<file path="config.mk">
export PLATFORM = sky130hd
export DESIGN_NAME = comp_page_dispatcher
export DESIGN_NICKNAME = d
export VERILOG_FILES = /design/src/rtl/comp_page_dispatcher.sv
export SDC_FILE = /design/constraint.sdc
export NUM_CORES = 1
export LEC_CHECK = 0
export CORE_AREA = 2 2 479 481
export CTS_BUF_LIST = sky130_fd_sc_hd__clkbuf_16
export DETAILED_ROUTE_END_ITERATION = 8
export DIE_AREA = 0 0 481 483
export DONT_BUFFER_PORTS = 1
export GPL_TIMING_DRIVEN = 1
export SLEW_MARGIN = 20
export SYNTH_ARGS = -nofsm -noshare
export SYNTH_HDL_FRONTEND = slang
export SYNTH_SLANG_ARGS = --single-unit
</file>
<file path="constraint.sdc">
create_clock -name aclk -period 3.9 [get_ports aclk]
set_input_delay 0.39 -clock aclk [delete_from_list [all_inputs] [get_ports aclk]]
set_output_delay 0.39 -clock aclk [all_outputs]
set_load 0.03 [all_outputs]
</file>
<file path="src/rtl/comp_page_dispatcher.sv">
// comp_page_dispatcher
//   Cuts the incoming host stream into fixed-size pages and hands each whole
//   page to one compression core. Cores are picked round-robin, and cores that
//   are not idle are skipped. After the last beat of each page the block emits
//   a one-cycle descriptor (core, byte count, sequence number).
//
// Ports
//   aclk, areset        clock; asynchronous active-high reset
//   s_t*                host input stream (valid/ready/data/keep/last)
//   core_idle[N_CORES]  core i can take a new page
//   m_tvalid/m_tready   per-core handshake; data/keep/last are shared
//   desc_*              page descriptor; fields hold until the next page
module comp_page_dispatcher #(
  parameter int DATA_BITS = 512,
  parameter int N_CORES   = 4,
  parameter int PAGE_SIZE = 8192,
  parameter int SEQ_BITS  = 32,
  localparam int KEEP_BITS  = DATA_BITS / 8,
  localparam int CORE_BITS  = (N_CORES > 1) ? $clog2(N_CORES) : 1,
  localparam int BYTES_BITS = $clog2(PAGE_SIZE) + 1
) (
  input  logic                  aclk,
  input  logic                  areset,
  input  logic                  s_tvalid,
  output logic                  s_tready,
  input  logic [DATA_BITS-1:0]  s_tdata,
  input  logic [KEEP_BITS-1:0]  s_tkeep,
  input  logic                  s_tlast,
  input  logic [N_CORES-1:0]    core_idle,
  output logic [N_CORES-1:0]    m_tvalid,
  input  logic [N_CORES-1:0]    m_tready,
  output logic [DATA_BITS-1:0]  m_tdata,
  output logic [KEEP_BITS-1:0]  m_tkeep,
  output logic                  m_tlast,
  output logic                  desc_valid,
  output logic [CORE_BITS-1:0]  desc_core,
  output logic [BYTES_BITS-1:0] desc_bytes,
  output logic [SEQ_BITS-1:0]   desc_seq
);

  localparam int BEATS    = PAGE_SIZE / KEEP_BITS;
  localparam int CNT_BITS = $clog2(BEATS) + 1;

  typedef enum logic [1:0] {IDLE, SELECT, STREAM, DONE} state_t;

  state_t                state_q, state_d;
  logic [CORE_BITS-1:0]  rr_q, sel_q;
  logic [CNT_BITS-1:0]   count_q;
  logic [SEQ_BITS-1:0]   seq_q;
  logic [BYTES_BITS-1:0] bytes_q;
  logic [CORE_BITS-1:0]  hold_core_q;
  logic [BYTES_BITS-1:0] hold_bytes_q;
  logic [SEQ_BITS-1:0]   hold_seq_q;

  logic                  found;
  logic [CORE_BITS-1:0]  pick, rr_next;
  logic [BYTES_BITS-1:0] keep_ones, page_bytes;
  logic                  at_end, xfer;
  int                    idx;

  // Round-robin search: first idle core at or after the rr pointer, wrapping.
  always_comb begin
    // NOTE: every output of a combinational block gets a default first, so no
    // path leaves it unassigned and no latch is inferred.
    found   = 1'b0;
    pick    = '0;
    rr_next = '0;
    idx     = 0;
    for (int k = 0; k < N_CORES; k++) begin
      idx = (int'(rr_q) + k) % N_CORES;
      if (!found && core_idle[CORE_BITS'(idx)]) begin
        found   = 1'b1;
        pick    = CORE_BITS'(idx);
        rr_next = CORE_BITS'((idx + 1) % N_CORES);
      end
    end
  end

  // Byte length of the page if the current beat is its last one.
  always_comb begin
    keep_ones = '0;
    for (int b = 0; b < KEEP_BITS; b++) begin
      keep_ones = keep_ones + BYTES_BITS'(s_tkeep[b]);
    end
    page_bytes = BYTES_BITS'(count_q) * BYTES_BITS'(KEEP_BITS) + keep_ones;
  end

  // A page closes on host tlast or when it reaches its full size, whichever
  // comes first; both together still close a single page.
  assign at_end = s_tlast || (count_q == CNT_BITS'(BEATS - 1));
  assign xfer   = (state_q == STREAM) && s_tvalid && m_tready[sel_q];

  always_comb begin
    state_d    = state_q;
    s_tready   = 1'b0;
    m_tvalid   = '0;
    m_tlast    = 1'b0;
    desc_valid = 1'b0;
    case (state_q)
      IDLE:   if (|core_idle) state_d = SELECT;
      SELECT: state_d = found ? STREAM : IDLE;
      STREAM: begin
        m_tvalid[sel_q] = s_tvalid;
        s_tready        = m_tready[sel_q];
        m_tlast         = at_end;
        if (xfer && at_end) state_d = DONE;
      end
      DONE: begin
        desc_valid = 1'b1;
        state_d    = IDLE;
      end
      default: state_d = IDLE;
    endcase
  end

  assign m_tdata = s_tdata;
  assign m_tkeep = s_tkeep;

  // The live page is shown during DONE; afterwards the held copy keeps the
  // descriptor stable until the next page completes.
  assign desc_core  = (state_q == DONE) ? sel_q   : hold_core_q;
  assign desc_bytes = (state_q == DONE) ? bytes_q : hold_bytes_q;
  assign desc_seq   = (state_q == DONE) ? seq_q   : hold_seq_q;

  always_ff @(posedge aclk or posedge areset) begin
    if (areset) begin
      state_q      <= IDLE;
      rr_q         <= '0;
      sel_q        <= '0;
      count_q      <= '0;
      seq_q        <= '0;
      bytes_q      <= '0;
      hold_core_q  <= '0;
      hold_bytes_q <= '0;
      hold_seq_q   <= '0;
    end else begin
      // NOTE: non-blocking assignments here so every register samples the
      // pre-edge value of the others, independent of statement order.
      state_q <= state_d;
      if (state_q == SELECT && found) begin
        sel_q <= pick;
        rr_q  <= rr_next;
      end
      if (xfer) begin
        count_q <= count_q + 1'b1;
        if (at_end) bytes_q <= page_bytes;
      end
      if (state_q == DONE) begin
        hold_core_q  <= sel_q;
        hold_bytes_q <= bytes_q;
        hold_seq_q   <= seq_q;
        seq_q        <= seq_q + 1'b1;
        count_q      <= '0;
      end
    end
  end

endmodule
</file>
Word-level counts from Yosys, hierarchy flattened
Cells that the tools add are included.
- order comparisons: 6
- equality and inequality tests: 6
- add/subtract/negate cells: 72
- reduce and logical (&&, ||, !) cells: 17
- bitwise gates (word level): 1
- muxes and demuxes: 41
- operator list (operator ; count):
    14-bit by 1-bit adder with 14-bit output ; 50
    32-bit by 1-bit adder with 32-bit output (second input constant) ; 1
    32-bit 2-to-1 mux ; 1
    2-bit 2-to-1 mux ; 12
    1-bit 2-to-1 mux ; 17
    2-bit by 4-bit less-than comparator with 1-bit output (second input constant) ; 4
    8-bit 2-to-1 mux ; 2
    13-bit by 1-bit adder with 14-bit output ; 1
    14-bit adder ; 1
    14-bit 2-to-1 mux ; 1
    12-bit by 1-bit adder with 13-bit output ; 1
    11-bit by 1-bit adder with 12-bit output ; 1
    10-bit by 1-bit adder with 11-bit output ; 1
    2-bit adder (second input constant) ; 5
    9-bit by 1-bit adder with 10-bit output ; 1
    1-bit binary-select mux with 2-bit select ; 5
    8-bit by 1-bit adder with 9-bit output ; 1
    7-bit by 1-bit adder with 8-bit output ; 1
    8-bit by 1-bit adder with 8-bit output (second input constant) ; 1
    8-bit by 7-bit equality test with 1-bit output (second input constant) ; 1
    1-bit logical AND ; 8
    2-bit one-hot mux with 4 select lines ; 1
    6-bit by 1-bit adder with 7-bit output ; 1
    5-bit by 1-bit adder with 6-bit output ; 1
    other kinds (20) ; 24
- flip-flop bits (word level): 108
- logic and storage cells: 152
- output and inout bits: 631
- input bits: 588

Logic depth before layout (Yosys ltp)
- word-level depth: 64
- mapped depth: 20
- gate-level depth less buffers: 20

Worst setup path before layout
Ideal clock, no wire load.
- path type: input to register
- start point: input port s_tkeep[35]
- end point: register bytes_q[7]
- library setup time: 128 ps
- setup slack: -2026 ps
- stages on the path: 20
- arrival time: 5799 ps
- cells stage by stage: inv_1 fa_1 inv_1 fa_1 fa_1 inv_1 fa_1 inv_1 fa_1 fa_1 fa_1 inv_1 fa_1 inv_1 ha_1 a211oi_1 o211ai_1 o211ai_1 xor2_1 o21ai_0
- cells in the longest elaborated chain, start to end: 30
- ends and longest elaborated chain (item ; line ; text):
    start: declaration ; 27 ; input logic [KEEP_BITS-1:0] s_tkeep,
    14-bit by 1-bit adder with 14-bit output (29 in a row) ; 83 ; keep_ones = keep_ones + BYTES_BITS'(s_tkeep[b]);
    14-bit adder ; 85 ; page_bytes = BYTES_BITS'(count_q) * BYTES_BITS'(KEEP_BITS) + keep_ones;
    end signal: assignment ; 146 ; if (at_end) bytes_q <= page_bytes;
    end: declaration ; 50 ; logic [BYTES_BITS-1:0] bytes_q;
No other way between the ends.
A chain may end at the register's enable or synchronous reset.

Worst setup path in the final report
- start point: input port s_tkeep[37]
- end point: register bytes_q[6]
- cells in the longest elaborated chain, start to end: 28
- ends and longest elaborated chain (item ; line):
    14-bit by 1-bit adder with 14-bit output (27 in a row) ; 83
    14-bit adder ; 85
No other way between the ends.

==> summary.txt <==
Post-Syn Nets: 1921
Vias: 6553
Ys async rst share: 100%
Site Rows: 175
Clock Path Buffers: 2
Starting Density: 4.78%
Sequential share of power: 11.3%
Drt pass-1 iters: 5
Crit. End Element: register
Sequential area share after synthesis: 24.9%
Skew-Pair Late Insertion Delay: 390 ps
Routed WL: 161 mm
Area share of the largest cell type after synthesis: 39.9%
Area contributors post-synth: buf_4, dfrtp_1, fa_1
Critical path origin: s_tkeep[37]
Placer Congestion: 0.801
Max-Slew Margin vs Limit: 42.1%
Max Cap Viol: 0
Internal: 6.92 mW
Failing checks: negative hold slack, negative setup slack
Core area: 227000 sq um
# IOs: 1219
Initial antenna violation count: 47
Setup ws final: -1820 ps
Fillers: 26900
Sw Ratio: 47.0%
Reg2Reg Depth: 6
R2r endpoint: bytes_q[5]
Max FO, Critical Path: 4
Period Utilization, post-route: 147%
Combinational cell fraction of total power: 81.0%
Clock root buffer: clkbuf_16
WL/cell: 42.9 um
NetSw: 6.15 mW
Hold WS: -18.9 ps
RR Startpoint: sel_q[0]
Run status: finished with violations
RSZ-0062 raised after global routing: true
Crit path DAT: 6050 ps
Post-DP HPWL: 153 mm
DRC Markers: 0
Horiz. Die Dim: 481 um
Clock skew: 19.0 ps
Most used DFF post-synth: dfrtp_1
Die height: 483 um
Leakage: 3.75 nW
DRT iter0 DRCs: 402
Clock sinks: 108
Synth Cell Area: 10800 sq um
Clock power frac: 7.8%
Antenna Nets Post-Route: 0
Final worst path period need: 5720 ps
Number of vias per cell: 1.75
YS warnings: 0
Hold crit path type: in2async
Synth Instances: 1262
Seq cells post-synth: 108
Die area: 232000 sq um
Global Route Usage Sum: 13.3%
Final hold vios: 5
Layout cells sized above 1: 14.3%
Power Total: 13.1 mW
Yosys top cell by area: buf_4
Setup CP Type: in2reg
Most frequent cell after synthesis: buf_4
Final nets: 1368
Peak Freq: 175 MHz
Vias in the first global route: 5999
VDD IR max: 0.00253 V
List of most frequent post-synthesis cells: buf_4, nand2_1, inv_1
Cell Pwr Density: 1190 nW/um^2
Worst Setup Start Kind: primary input
Setup slack, reg-to-reg: 1610 ps
Tightest Pin Transition: 869 ps
Post-synth EDFFs: 0
Syn avg cell area: 8.59 sq um
GR Overflow Total: 0
First-pass GRT wire length: 175 mm
# setup viols final: 14
Max Transition Viols Final: 0
Post-synth cell types: 53
CTS tree: built
PortBufs: 0
Inserted Clock Buffers: 9
Worst EP required: 4230 ps
Area grow syn2layout: 1.33%
H-Tree Depth: 3
Fin util: 4.84%
Largest net degree at the start of global routing: 60
Clk slew on worst S/H paths: 90 ps
power groups by stage:
| stage | Clock, mW | Sequential, mW | Combinational, mW |
|---|---|---|---|
| floorplan | 0 | 1.42 | 6.62 |
| global placement | 0 | 1.48 | 9.04 |
| detailed placement | 0 | 1.49 | 9.13 |
| CTS | 1.07 | 1.47 | 9.93 |
| global route | 1.10 | 1.49 | 11.4 |
| finish | 1.01 | 1.47 | 10.6 |
critical path, cell delays in order:
cell     delay [ps]
inv_8            20
fa_2            660
inv_2            70
fa_2            570
inv_2            40
fa_1            460
fa_1            520
fa_1            440
fa_1            480
fa_1            510
fa_1            420
inv_2            80
ha_4            130
inv_2            40
fa_2            380
nor2b_2         140
o31a_1          240
o21ai_2          80
a211o_1         300
nand3_1          60
layer usage:
layer / track usage [%] / up-vias / part of all wire [%]
li1: - / 2204 / -
met1: 6.50 / 2793 / 17
met2: 19.9 / 1242 / 42
met3: 24.2 / 262 / 39
met4: 1.80 / 52 / 1.8
met5: 2.53 / - / 0.82
per-stage QoR:
step	setup WS (ps)	setup TNS, ps	cell area [sq um]	std cells
2_1_floorplan	-1900	-23060	10900	1262
3_3_place_gp	-2440	-30530	10500	3703
3_5_place_dp	-2430	-30770	10500	3703
4_1_cts	-1770	-21960	10900	3722
5_1_grt	-1970	-24120	11000	3725
6_report	-1820	-22590	11000	3738
registers in the layout, indices dropped and copies added (netlist names), named ones only:
| register | count |
|---|---|
| hold_core_q | 2 |
| count_q | 8 |
| rr_q | 2 |
| hold_seq_q | 32 |
| state_q | 1 |
| seq_q | 32 |
| hold_bytes_q | 14 |
| bytes_q | 14 |
| sel_q | 2 |
worst max path at each step:
stage / endpoint / cells after the start
6_report: bytes_q[6] / 20
5_1_grt: bytes_q[8] / 21
4_1_cts: bytes_q[6] / 21
3_5_place_dp: bytes_q[11] / 20
3_3_place_gp: bytes_q[7] / 20
2_1_floorplan: bytes_q[6] / 20
cell families (layout without fill, tap and decap cells):
family,Yosys count,in the layout,share of synthesized area [%]
flip-flops,108,108,24.9
AND/OR/NAND/NOR,273,273,11.2
multiplexers,5,5,0.577
XOR/XNOR,46,46,3.72
buffers and inverters,708,160,44.6
other,0,15,0
adder cells (fa/ha/maj),71,71,11.9
AO/OA/AOI/OAI,51,51,3.08
timing repair:
action / in CTS / in global routing
hold buffers: 0 / 0
setup buffers: 4 / 1
endpoints found under the hold margin: 0 / 0
resized for setup: 25 / 14
pin swaps: 28 / 14
setup endpoints to repair: 14 / 14
placed cells by master, fill, tap and decap left out, types with 4 or more instances in the layout:
master,n
inv_8,4
nand2_1,179
dfrtp_1,108
mux2i_1,4
buf_4,31
nor2_1,26
fa_2,9
nand4_1,13
clkbuf_16,9
ha_1,14
nor2b_1,4
diode_2,15
nor2_2,4
inv_2,10
xor2_1,12
and4_1,4
nor3_1,8
a21oi_1,8
o21ai_1,9
inv_1,96
nand3_1,15
xnor2_1,32
and3_1,4
fa_1,45
area by class of cell:
class	instances	area, sq um	share of cell area (%)
flip-flops and latches	108	2700	24.6
diodes	15	37.5	0.342
inverters	110	443	4.03
repair buffers	34	284	2.58
multi-input cells	446	3440	31.3
well taps	3009	3760	34.3
clock inverters	7	86.3	0.786
clock buffers	9	225	2.05
No activity file was read; power rests on OpenSTA's default activity.
